## src/rtl/tetris_pkg.sv

```systemverilog
// Shared playfield geometry constants, board storage type and FSM state encoding.
package tetris_pkg;

  localparam int unsigned BOARD_COLS = 10;
  localparam int unsigned BOARD_ROWS = 20;
  localparam int unsigned CELL_PX    = 16;
  localparam int unsigned BOARD_X0   = 240;
  localparam int unsigned BOARD_Y0   = 80;

  localparam int unsigned COORD_W    = 10;
  localparam int unsigned ROW_W      = 5;
  localparam int unsigned COL_W      = 4;
  localparam int unsigned BOARD_W_PX = BOARD_COLS * CELL_PX;
  localparam int unsigned BOARD_H_PX = BOARD_ROWS * CELL_PX;

  typedef enum logic {
    ST_IDLE  = 1'b0,
    ST_SHIFT = 1'b1
  } state_e;

  typedef logic [BOARD_ROWS-1:0][BOARD_COLS-1:0] board_t;

endpackage

```

## src/rtl/playfield_geom.sv

```systemverilog
// Pure combinational mapping of a screen pixel onto the board: inside test,
// grid-line test and the cell coordinates the pixel falls in.
module playfield_geom
  import tetris_pkg::*;
(
  input  logic [COORD_W-1:0] draw_x_i,
  input  logic [COORD_W-1:0] draw_y_i,
  output logic               inside_o,
  output logic               grid_o,
  output logic [ROW_W-1:0]   row_o,
  output logic [COL_W-1:0]   col_o
);

  logic [COORD_W-1:0] lx;
  logic [COORD_W-1:0] ly;

  always_comb begin
    lx = draw_x_i - COORD_W'(BOARD_X0);
    ly = draw_y_i - COORD_W'(BOARD_Y0);

    inside_o = (draw_x_i >= COORD_W'(BOARD_X0))
            && (draw_x_i <  COORD_W'(BOARD_X0 + BOARD_W_PX))
            && (draw_y_i >= COORD_W'(BOARD_Y0))
            && (draw_y_i <  COORD_W'(BOARD_Y0 + BOARD_H_PX));

    // Lines on every cell's top/left edge plus the closing right/bottom border.
    grid_o = inside_o && ((lx[3:0] == 4'd0) || (ly[3:0] == 4'd0)
                       || (lx == COORD_W'(BOARD_W_PX - 1))
                       || (ly == COORD_W'(BOARD_H_PX - 1)));

    row_o = ly[8:4];
    col_o = lx[7:4];
  end

endmodule

```

## src/rtl/playfield_renderer.sv

```systemverilog
// Tetris playfield: 10x20 occupancy board with cell writes, row-clear shifting
// and a registered per-pixel grid/block classifier for the colour stage.
module playfield_renderer
  import tetris_pkg::*;
(
  input  logic                  Clk,
  input  logic                  Reset,
  input  logic [COORD_W-1:0]    DrawX,
  input  logic [COORD_W-1:0]    DrawY,
  input  logic                  wr_valid,
  output logic                  wr_ready,
  input  logic [ROW_W-1:0]      wr_row,
  input  logic [COL_W-1:0]      wr_col,
  input  logic                  wr_data,
  input  logic                  clr_valid,
  output logic                  clr_ready,
  input  logic [ROW_W-1:0]      clr_row,
  input  logic                  board_clr,
  output logic                  is_grid,
  output logic                  is_block,
  output logic                  busy,
  output logic [BOARD_ROWS-1:0] rows_full
);

  state_e                state_q, state_d;
  logic [ROW_W-1:0]      ptr_q, ptr_d;
  board_t                board_q, board_d;
  logic                  ready_q, busy_q;
  logic                  grid_q, block_q;
  logic [BOARD_ROWS-1:0] full_q, full_d;
  logic                  block_d;

  logic                  pix_inside;
  logic                  pix_grid;
  logic [ROW_W-1:0]      pix_row;
  logic [COL_W-1:0]      pix_col;

  playfield_geom u_geom (
    .draw_x_i (DrawX),
    .draw_y_i (DrawY),
    .inside_o (pix_inside),
    .grid_o   (pix_grid),
    .row_o    (pix_row),
    .col_o    (pix_col)
  );

  // Next-state: clear beats write in IDLE; SHIFT walks ptr up to row 0; board_clr overrides all.
  always_comb begin
    state_d = state_q;
    ptr_d   = ptr_q;
    board_d = board_q;

    case (state_q)
      ST_IDLE: begin
        if (clr_valid) begin
          if (clr_row < ROW_W'(BOARD_ROWS)) begin
            ptr_d   = clr_row;
            state_d = ST_SHIFT;
          end
        end else if (wr_valid && (wr_row < ROW_W'(BOARD_ROWS))
                              && (wr_col < COL_W'(BOARD_COLS))) begin
          board_d[wr_row][wr_col] = wr_data;
        end
      end
      ST_SHIFT: begin
        if (ptr_q != '0) begin
          board_d[ptr_q] = board_q[ptr_q - ROW_W'(1)];
          ptr_d          = ptr_q - ROW_W'(1);
        end else begin
          board_d[0] = '0;
          state_d    = ST_IDLE;
        end
      end
      default: state_d = ST_IDLE;
    endcase

    if (board_clr) begin
      board_d = '0;
      ptr_d   = '0;
      state_d = ST_IDLE;
    end
  end

  // Pixel classification and row-full flags read the board as it stands this cycle.
  always_comb begin
    block_d = pix_inside && !pix_grid && board_q[pix_row][pix_col];
    full_d  = '0;
    for (int r = 0; r < int'(BOARD_ROWS); r++) begin
      full_d[r] = &board_q[r];
    end
  end

  always_ff @(posedge Clk or posedge Reset) begin
    if (Reset) begin
      state_q <= ST_IDLE;
      ptr_q   <= '0;
      board_q <= '0;
      ready_q <= 1'b0;
      busy_q  <= 1'b0;
      grid_q  <= 1'b0;
      block_q <= 1'b0;
      full_q  <= '0;
    end else begin
      state_q <= state_d;
      ptr_q   <= ptr_d;
      board_q <= board_d;
      ready_q <= (state_d == ST_IDLE);
      busy_q  <= (state_d == ST_SHIFT);
      grid_q  <= pix_grid;
      block_q <= block_d;
      full_q  <= full_d;
    end
  end

  assign wr_ready  = ready_q;
  assign clr_ready = ready_q;
  assign busy      = busy_q;
  assign is_grid   = grid_q;
  assign is_block  = block_q;
  assign rows_full = full_q;

endmodule

```

## config.mk

```make
export PLATFORM = sky130hd
export DESIGN_NAME = playfield_renderer
export DESIGN_NICKNAME = d
export VERILOG_FILES = /design/src/rtl/tetris_pkg.sv /design/src/rtl/playfield_geom.sv /design/src/rtl/playfield_renderer.sv
export SDC_FILE = /design/constraint.sdc
export NUM_CORES = 1
export LEC_CHECK = 0
export CAP_MARGIN = 15
export CELL_PAD_IN_SITES_DETAIL_PLACEMENT = 1
export CELL_PAD_IN_SITES_GLOBAL_PLACEMENT = 1
export CORE_UTILIZATION = 45
export DETAILED_ROUTE_END_ITERATION = 10
export PLACE_DENSITY = 0.88
export SLEW_MARGIN = 25
export SYNTH_ARGS = -nofsm -noshare
export SYNTH_HDL_FRONTEND = slang
export SYNTH_SLANG_ARGS = --single-unit
export TNS_END_PERCENT = 1
```

## constraint.sdc

```tcl
create_clock -name Clk -period 8.8 [get_ports Clk]
set_clock_uncertainty 0.2 [all_clocks]
set_input_delay 1.76 -clock Clk [delete_from_list [all_inputs] [get_ports Clk]]
set_output_delay 1.76 -clock Clk [all_outputs]
set_load 0.1 [all_outputs]
```

==> flow_metrics.py <==
metrics = {
    "status": {
        "status": "finished clean",
    },
    "sta": {
        "finalSetupViolations": 0,
        "max_freq_mhz": 194,
        "maxSlewViolCount": 0,
        "post-route-period-util_pct": 58.4,
        "setup_tns_ns": 0,
        "worst-slew-pin-transition_ns": 1.25,
        "max_slew_margin_pct": 16.8,
        "holdWs_ns": 0.343,
        "post-route-min-period_ns": 5.14,
        "rsz0062_at_grt": "false",
        "finalHoldViolCount": 0,
    },
    "floorplan": {
        "dieArea_um2": 36300,
        "die_w_um": 190,
        "io_pins": 65,
        "dieHeight_um": 190,
        "core_um2": 34700,
        "initial_core_util_pct": 46.1,
        "rows": 68,
    },
    "critical_path": {
        "r2r_setup_slack_ns": 3.72,
        "r2r_start": "ptr_q[0]",
        "critical_path_arrival_ns": 5.40,
        "cp.required_ns": 9.06,
        "crit_start": "DrawY[5]",
        "path_class": "input pin to register",
        "worst-path-max-fanout": 12,
        "cp-end-kind": "register",
        "critPathLaunchType": "input pin",
    },
    "synth": {
        "synth.area.top_cells": "dfrtp_1, mux4_2, o21a_1",
        "synth.most_common_cell": "nor2_1",
        "ys_async_sr_fraction_pct": 100,
        "ys_seq_elements": 229,
        "yosysTopAreaCellShare_pct": 35.8,
        "synth_nets": 1770,
        "synth_area_um2": 16000,
        "yosysWarnings": 0,
        "yosys.area.top_type": "dfrtp_1",
        "synth_ff_type": "dfrtp_1",
        "synth_cell_types": 59,
        "synth_edf_count": 0,
        "synth_area_per_cell_um2": 9.30,
        "synthTopCellsByCount": "nor2_1, dfrtp_1, a21oi_1",
        "ys_seq_area_share_pct": 35.8,
        "netlist_instances": 1719,
    },
    "cts": {
        "clock_path_buffers": 3,
        "clock_latency_ns": 0.59,
        "clock-sinks": 229,
        "postCtsHoldBufs": 0,
        "post_cts_buffers": 0,
        "clk_pin_slew_ns": 0.06,
        "cts_inserted_buffers": 28,
        "cts_tree": "built",
        "cts_root_buf": "clkbuf_16",
        "h-tree-depth": 1,
        "ctsResizeCount": 0,
    },
    "routing": {
        "vias_per_cell": 7.55,
        "routed-wl-met2_mm": 30.6,
        "dr_wl_met3_mm": 10.0,
        "detail_route.wl_per_cell_um": 32.3,
        "wl_met1_mm": 26.0,
        "drtIter0Drc": 2364,
        "drc": 0,
        "topRoutingLayerUsed": "met5",
        "ant_nets": 0,
        "vias": 16452,
        "firstDrtPassIters": 6,
        "drt_wl_total_mm": 70.5,
    },
    "finish": {
        "drive_gt1_share_pct": 12.9,
        "fin_nets": 1756,
        "area_delta_synth_final_pct": 12.3,
    },
    "pwr": {
        "power_density_nw_per_um2": 260,
        "p_leak_uw": 0.00656,
        "vdd_drop_max_uv": 144,
    },
    "placed_design": {
        "gp_congestion": 1.01,
        "port_buffers": 64,
        "place_hpwl_mm": 46.2,
    },
    "grt": {
        "grt_max_degree": 117,
        "grt_pass1_vias": 16422,
        "gr-usage-all-layers_pct": 39.2,
        "grt_overflow": 0,
        "antenna_found_initial": 2,
        "grt_pass1_wl_mm": 106,
    },
    "hold_path": {
        "hold_start": "board_q[88]",
        "hold_class": "register to register",
    },
    "job": {
        "max_cap_violations": 0,
    },
}
[per-stage QoR]
step	worst slack (ns)	std cells	total power, uW	utilization, %	area (um2)
after floorplan	0.564	1719	2560	-	16000
after global placement	3.07	2130	3220	48.9	17000
after detailed placement	3.22	2130	3300	49.0	17000
after CTS	3.77	2179	4530	51.7	17900
after global routing	3.47	2179	4730	51.7	17900
final	3.66	2180	4660	51.7	18000
[layout by cell type, fill, tap and decap left out, types with 28 or more instances in the layout]
| master | count |
|---|---|
| mux4_2 | 101 |
| o211ai_1 | 171 |
| nand2_1 | 133 |
| nor2_1 | 229 |
| dfrtp_1 | 228 |
| nand3_1 | 34 |
| a21oi_1 | 211 |
| o21ai_0 | 28 |
| nand4_1 | 42 |
| buf_4 | 34 |
| clkdlybuf4s50_1 | 63 |
| clkbuf_16 | 29 |
| o21a_1 | 192 |
| nor3_1 | 30 |
[power breakdown]
part / internal, uW / switching, uW
Sequential: 1280 / 377
Clock: 728 / 505
Combinational: 664 / 1110
Total: 2670 / 1990
[layout make-up]
class | count | area, um2
fill | 3923 | 16800
multi-input combinational | 1334 | 9740
sequential | 229 | 5730
timing repair buffer | 99 | 911
clock buffer | 41 | 821
tap | 455 | 569
clock inverter | 8 | 118
inverter | 13 | 56.3
antenna | 1 | 2.50
[flip-flops by register name, summed over array words and instances, names as in the netlist]
name	flops
busy	1
ptr_q	5
is_block	1
clr_ready	1
is_grid	1
rows_full	20
board_q	200
[final timing paths]
| check | cells past startpoint | end |
|---|---|---|
| worst max-delay path | 11 | is_block |
| worst min-delay path | 1 | board_q[88] |
| worst max register to register | 10 | board_q[183] |
| worst min register to register | 1 | board_q[88] |
| max in group asynchronous | 3 | is_block |
| min in group asynchronous | 2 | rows_full[4] |
[metal layers]
metal / vias to the layer above / track usage (%)
met1: 8335 / 52.5
met3: 311 / 11.6
met5: - / 0
met4: 4 / 18.4
met2: 1274 / 58.2
li1: 6528 / -
[worst max-delay path: stages]
cell and delay (ns):
clkdlybuf4s50_1 0.47, inv_1 0.14, ha_1 0.48, nor2b_1 0.15
o21a_1 0.22, nor2_1 0.75, nand2_1 0.26, a2111oi_0 0.65
a2111oi_0 0.15, o32ai_1 0.25, a21oi_1 0.10
[kinds of logic (layout without fill, tap and decap cells)]
group / after synthesis / in the layout / synth area share, %
compound gates: 669 / 669 / 28.6
mux: 124 / 124 / 15.7
fa+ha+maj: 11 / 11 / 0.861
flops: 229 / 229 / 35.8
simple gates: 518 / 518 / 14.1
other cells: 0 / 1 / 0
xor+xnor: 12 / 12 / 0.822
buf+inv: 156 / 161 / 4.13
Power figures use the tool's default switching activity.
